**src/rtl/detection_unit.sv**
```systemverilog
// Hazard detection and forwarding select for the 3-wide ID stage: compares the ID
// group against itself, EX and MEM, and squashes the youngest slots that cannot issue.
package detection_unit_pkg;

  localparam logic [31:0] NOP        = 32'h0000_0013;
  localparam logic [6:0]  OPC_LUI    = 7'b0110111;
  localparam logic [6:0]  OPC_AUIPC  = 7'b0010111;
  localparam logic [6:0]  OPC_JAL    = 7'b1101111;
  localparam logic [6:0]  OPC_OP     = 7'b0110011;
  localparam logic [6:0]  OPC_STORE  = 7'b0100011;
  localparam logic [6:0]  OPC_BRANCH = 7'b1100011;

  typedef enum logic [2:0] {
    FORWARD_NONE  = 3'd0,
    FORWARD_EX_0  = 3'd1,
    FORWARD_EX_1  = 3'd2,
    FORWARD_EX_2  = 3'd3,
    FORWARD_MEM_0 = 3'd4,
    FORWARD_MEM_1 = 3'd5,
    FORWARD_MEM_2 = 3'd6
  } FORWARDING_TYPE;

  typedef struct packed {
    logic [31:0] npc;
    logic [31:0] pc;
    logic [31:0] inst;
    logic [4:0]  alu_func;
    logic [4:0]  dest_reg_idx;
    logic        rd_mem;
    logic        wr_mem;
    logic        cond_branch;
    logic        uncond_branch;
    logic        halt;
    logic        illegal;
    logic        valid;
  } ID_EX_PACKET;

  typedef struct packed {
    logic [31:0] alu_result;
    logic [31:0] npc;
    logic [4:0]  dest_reg_idx;
    logic        rd_mem;
    logic        wr_mem;
    logic        halt;
    logic        illegal;
    logic        valid;
  } EX_MEM_PACKET;

endpackage

module detection_unit
  import detection_unit_pkg::*;
(
  input  logic                 clock,
  input  logic                 reset,
  input  ID_EX_PACKET          id_packet_0,
  input  ID_EX_PACKET          id_packet_1,
  input  ID_EX_PACKET          id_packet_2,
  input  ID_EX_PACKET          ex_packet_0,
  input  ID_EX_PACKET          ex_packet_1,
  input  ID_EX_PACKET          ex_packet_2,
  input  EX_MEM_PACKET         mem_packet_0,
  input  EX_MEM_PACKET         mem_packet_1,
  input  EX_MEM_PACKET         mem_packet_2,
  output ID_EX_PACKET          id_packet_out_0,
  output ID_EX_PACKET          id_packet_out_1,
  output ID_EX_PACKET          id_packet_out_2,
  output logic [1:0]           rollback,
  output FORWARDING_TYPE [2:0] forwarding_A,
  output FORWARDING_TYPE [2:0] forwarding_B
);

  ID_EX_PACKET id     [3];
  ID_EX_PACKET id_out [3];
  logic [14:0] ex_dest;
  logic [14:0] mem_dest;
  logic [2:0]  ex_load;
  logic [2:0]  dep;
  logic [4:0]  rs1 [3];
  logic [4:0]  rs2 [3];

  assign id[0]    = id_packet_0;
  assign id[1]    = id_packet_1;
  assign id[2]    = id_packet_2;
  assign ex_dest  = {ex_packet_2.dest_reg_idx, ex_packet_1.dest_reg_idx, ex_packet_0.dest_reg_idx};
  assign mem_dest = {mem_packet_2.dest_reg_idx, mem_packet_1.dest_reg_idx, mem_packet_0.dest_reg_idx};
  assign ex_load  = {ex_packet_2.rd_mem, ex_packet_1.rd_mem, ex_packet_0.rd_mem};

  // The block is stateless; clock, reset and the unused packet fields are folded here.
  logic unused_inputs;
  assign unused_inputs = ^{clock, reset, ex_packet_0, ex_packet_1, ex_packet_2,
                           mem_packet_0, mem_packet_1, mem_packet_2};

  function automatic logic reads_rs1(input logic [6:0] op);
    return !(op == OPC_LUI || op == OPC_AUIPC || op == OPC_JAL);
  endfunction

  function automatic logic reads_rs2(input logic [6:0] op);
    return (op == OPC_OP || op == OPC_STORE || op == OPC_BRANCH);
  endfunction

  // Later assignments override earlier ones, so EX_2 ends up with the highest priority.
  function automatic FORWARDING_TYPE fwd_sel(input logic [4:0] r, input logic [14:0] exd,
                                             input logic [14:0] memd);
    fwd_sel = FORWARD_NONE;
    if (r != 5'd0) begin
      if (memd[4:0]   == r) fwd_sel = FORWARD_MEM_0;
      if (memd[9:5]   == r) fwd_sel = FORWARD_MEM_1;
      if (memd[14:10] == r) fwd_sel = FORWARD_MEM_2;
      if (exd[4:0]    == r) fwd_sel = FORWARD_EX_0;
      if (exd[9:5]    == r) fwd_sel = FORWARD_EX_1;
      if (exd[14:10]  == r) fwd_sel = FORWARD_EX_2;
    end
  endfunction

  // A younger non-load EX writer shadows an older load to the same register.
  function automatic logic load_hit(input logic [4:0] r, input logic [14:0] exd,
                                    input logic [2:0] exl);
    load_hit = 1'b0;
    if (r != 5'd0) begin
      for (int i = 0; i < 3; i++) begin
        if (exd[5*i +: 5] == r) load_hit = exl[i];
      end
    end
  endfunction

  always_comb begin
    dep = '0;
    for (int j = 0; j < 3; j++) begin
      // An unread operand is mapped to x0 so it can never match a writer.
      rs1[j] = reads_rs1(id[j].inst[6:0]) ? id[j].inst[19:15] : 5'd0;
      rs2[j] = reads_rs2(id[j].inst[6:0]) ? id[j].inst[24:20] : 5'd0;
      forwarding_A[j] = fwd_sel(rs1[j], ex_dest, mem_dest);
      forwarding_B[j] = fwd_sel(rs2[j], ex_dest, mem_dest);
      if (load_hit(rs1[j], ex_dest, ex_load) || load_hit(rs2[j], ex_dest, ex_load))
        dep[j] = 1'b1;
      for (int i = 0; i < 3; i++) begin
        if (i < j) begin
          if (rs1[j] != 5'd0 && id[i].dest_reg_idx == rs1[j]) dep[j] = 1'b1;
          if (rs2[j] != 5'd0 && id[i].dest_reg_idx == rs2[j]) dep[j] = 1'b1;
        end
      end
    end
  end

  always_comb begin
    if (dep[0])      rollback = 2'd3;
    else if (dep[1]) rollback = 2'd2;
    else if (dep[2]) rollback = 2'd1;
    else             rollback = 2'd0;
  end

  // Once any slot is dependent, it and every younger slot become bubbles.
  always_comb begin
    logic squash;
    squash = 1'b0;
    for (int j = 0; j < 3; j++) begin
      squash    = squash | dep[j];
      id_out[j] = id[j];
      if (squash) begin
        id_out[j].inst          = NOP;
        id_out[j].valid         = 1'b0;
        id_out[j].dest_reg_idx  = 5'd0;
        id_out[j].rd_mem        = 1'b0;
        id_out[j].wr_mem        = 1'b0;
        id_out[j].cond_branch   = 1'b0;
        id_out[j].uncond_branch = 1'b0;
        id_out[j].halt          = 1'b0;
        id_out[j].illegal       = 1'b0;
      end
    end
  end

  assign id_packet_out_0 = id_out[0];
  assign id_packet_out_1 = id_out[1];
  assign id_packet_out_2 = id_out[2];

endmodule

```
**config.mk**
```make
export PLATFORM = sky130hd
export DESIGN_NAME = detection_unit
export DESIGN_NICKNAME = d
export VERILOG_FILES = /design/src/rtl/detection_unit.sv
export SDC_FILE = /design/constraint.sdc
export NUM_CORES = 1
export LEC_CHECK = 0
export ABC_AREA = 1
export CELL_PAD_IN_SITES_DETAIL_PLACEMENT = 0
export CELL_PAD_IN_SITES_GLOBAL_PLACEMENT = 1
export CORE_AREA = 8 8 484 486
export DETAILED_ROUTE_END_ITERATION = 8
export DIE_AREA = 0 0 492 494
export GPL_TIMING_DRIVEN = 0
export PLACE_DENSITY = 0.31
export SLEW_MARGIN = 40
export SYNTH_ARGS = -nofsm -noshare
export SYNTH_HDL_FRONTEND = slang
export SYNTH_SLANG_ARGS = --single-unit
```
**constraint.sdc**
```tcl
create_clock -name vclk -period 5.1
set_clock_uncertainty 0.05 [all_clocks]
set_input_delay 0.765 -clock vclk [all_inputs]
set_output_delay 0.765 -clock vclk [all_outputs]
set_load 0.05 [all_outputs]
```
==> summary.md <==
| Metric | Value |
|---|---|
| Status | `completed` |
| Largest net degree at the start of global routing | `11` |
| # port buffers | `510` |
| CP most frequent cell | `nor2_1` |
| Cell taking the most area after synthesis | `buf_4` |
| CORE AREA | `226000 sq um` |
| Mapped Cells | `1259` |
| Final setup vio count | `0` |
| Setup Crit Path Kind | `input pin to primary output` |
| FF/Latch Area | `0 sq um` |
| Clock Buffer Count | `0` |
| Dpl cell area | `15800 sq um` |
| Unrepaired setup endpoints after global routing | `false` |
| Required time worst endpoint | `4.28 ns` |
| Hpwl dp | `84.2 mm` |
| GRT Total Usage | `0.0718` |
| Width of the die | `492 um` |
| Post-synth cell types | `39` |
| Syn Nets | `2161` |
| CP Launch Type | `input pin` |
| Initial antenna violation count | `56` |
| Rows | `175` |
| Crit-path max FO | `10` |
| Max Cap Viol | `0` |
| Final hold viol count | `0` |
| Drt pass-1 iters | `5` |
| Rel. slew slack | `0.386` |
| Netlist area before placement | `6950 sq um` |
| Yosys top cell area share | `0.225` |
| # DRC | `0` |
| Total power | `2270 uW` |
| CP Cell Sequence | `clkdlybuf4s50_1, nand2_1, nor2_2, nand3_4, buf_4, nand3_1, nand2_1, nor2_1, nand3_2, nor2_1, nor2_1, nand2_4, nand2_8, buf_4, nor2_1, dlygate4sd2_1` |
| Final Util | `0.0714` |
| Chip height | `494 um` |
| Final Net Count | `2687` |
| Synthesis Warnings | `0` |
| Fin area | `16200 sq um` |
| DRT iter0 DRCs | `316` |
| Vias | `10000` |
| Top post-synthesis cells by area | `buf_4 (22%), nand2_1 (16%), xor2_1 (11%)` |
| Avg WL per Cell | `19.5 um` |
| Full die area | `243000 sq um` |
| Cell with the most instances after synthesis | `nand2_1` |
| Fill count | `26900` |
| Crit. End Element | `primary output` |
| Vias per cell | `2.09` |
| CTS Hold Buffers Added | `0` |
| Fmax | `203 MHz` |
| Antenna-violating nets left | `0` |
| Max incr delay on CP | `0.83 ns` |
| Slew @ Worst Pin | `0.925 ns` |
| Crit-path slowest cell | `dlygate4sd2_1` |
| Gpl congestion | `0.751` |
| Drt total wl | `93.7 mm` |
| Seq cells | `0` |
| Global route total overflow | `0` |
| Slew Viols, Final | `0` |
| Ratio of final minimum period to clock period | `0.968` |
| Worst VDD drop | `0.0000654 V` |
| First-pass GRT wire length | `115 mm` |
| Mean post-synth cell area | `5.52 sq um` |
| Footprint of the multi-input gates | `4710 sq um` |
| Leak | `0.00669 uW` |
| Commonest cells post-synth | `nand2_1 (293), buf_4 (208), inv_1 (187), nor2_1 (122), xor2_1 (87)` |
| Starting density of the core | `0.0307` |
| Area grow syn2layout | `133%` |
| Vias in the first global route | `10500` |
| Min Tclk post-route | `4.94 ns` |
| Layout cells sized above 1 | `0.268` |
| Pwr dens | `141 nW/um^2` |
| Boundary Pins | `1261` |
| CP Data Arrival Time | `4.12 ns` |
| Hold Crit Class | `input pin to primary output` |
| Sequential-to-total area share from yosys stat | `0` |
==> repair_timing <==
| action | CTS | global route |
|---|---|---|
| setup endpoints to repair | 142 | 110 |
| gates cloned | 0 | 1 |
| pin swaps | 6 | 6 |
| gates resized for setup | 503 | 74 |
| setup buffers | 8 | 5 |
==> stage by stage <==
step	TNS, ns	instances	hold WS [ns]	setup slack [ns]
CTS	0	4786	1.88	0.000817
floorplan	0	1259	1.61	0.917
detailed placement	-128.79	4778	1.88	-1.80
global placement	-149.97	4778	2.28	-2.10
finish	0	4795	1.83	0.162
global route	0	4793	1.87	0.000289
==> cell families after synthesis <==
family          synth area share
xor+xnor                   0.112
buf+inv                    0.365
simple gates               0.467
compound gates            0.0553
==> critical path, delay by kind of cell <==
kind / cells / cell delay, ns
buffers and inverters: 4 / 1.75
AND/OR/NAND/NOR: 12 / 1.55
==> final cells by class <==
cell class | instances | share of cell area
repair buffers | 523 | 0.314
multi-input cells | 816 | 0.292
plain buffers | 246 | 0.115
well taps | 3009 | 0.233
diodes | 3 | 0.000465
inverters | 198 | 0.0464
==> cell usage in the layout, fill, tap and decap left out, drive strengths merged, types with 36 or more instances in the layout <==
master | Yosys | routed
clkdlybuf4s50 | 0 | 345
nand2 | 306 | 307
buf | 236 | 305
inv | 196 | 195
nor2 | 160 | 160
xor2 | 87 | 87
nand3 | 84 | 84
nor3 | 51 | 51
nand4 | 43 | 43
dlygate4sd2 | 0 | 38
clkdlybuf4s15 | 0 | 36
==> final timing paths <==
| kind | from | to | slack, ns | cells past startpoint |
|---|---|---|---|---|
| max | id_packet_0[17] | id_packet_out_0[9] | 0.16 | 16 |
| min | id_packet_1[67] | id_packet_out_1[67] | 1.83 | 2 |
==> where the power goes <==
group	switching [uW]	total, uW	internal (uW)	leakage, uW
Clock	0	0.000000279	0.000000260	0.0000000190
Combinational	1580	2270	687	0.00669
Sequential	0	0	0	0
Total	1580	2270	687	0.00669
==> routing by layer <==
layer  up-vias  share of wire  track usage  routed length [um]
li1       4743              -            -                   -
met1      4525           0.40       0.0842               37900
met2       653           0.48        0.128               45000
met3        96           0.11       0.0304                9970
met4         6         0.0084      0.00263                 787
met5         -        0.00050            0                  47
No activity file was read; power rests on OpenSTA's default activity.
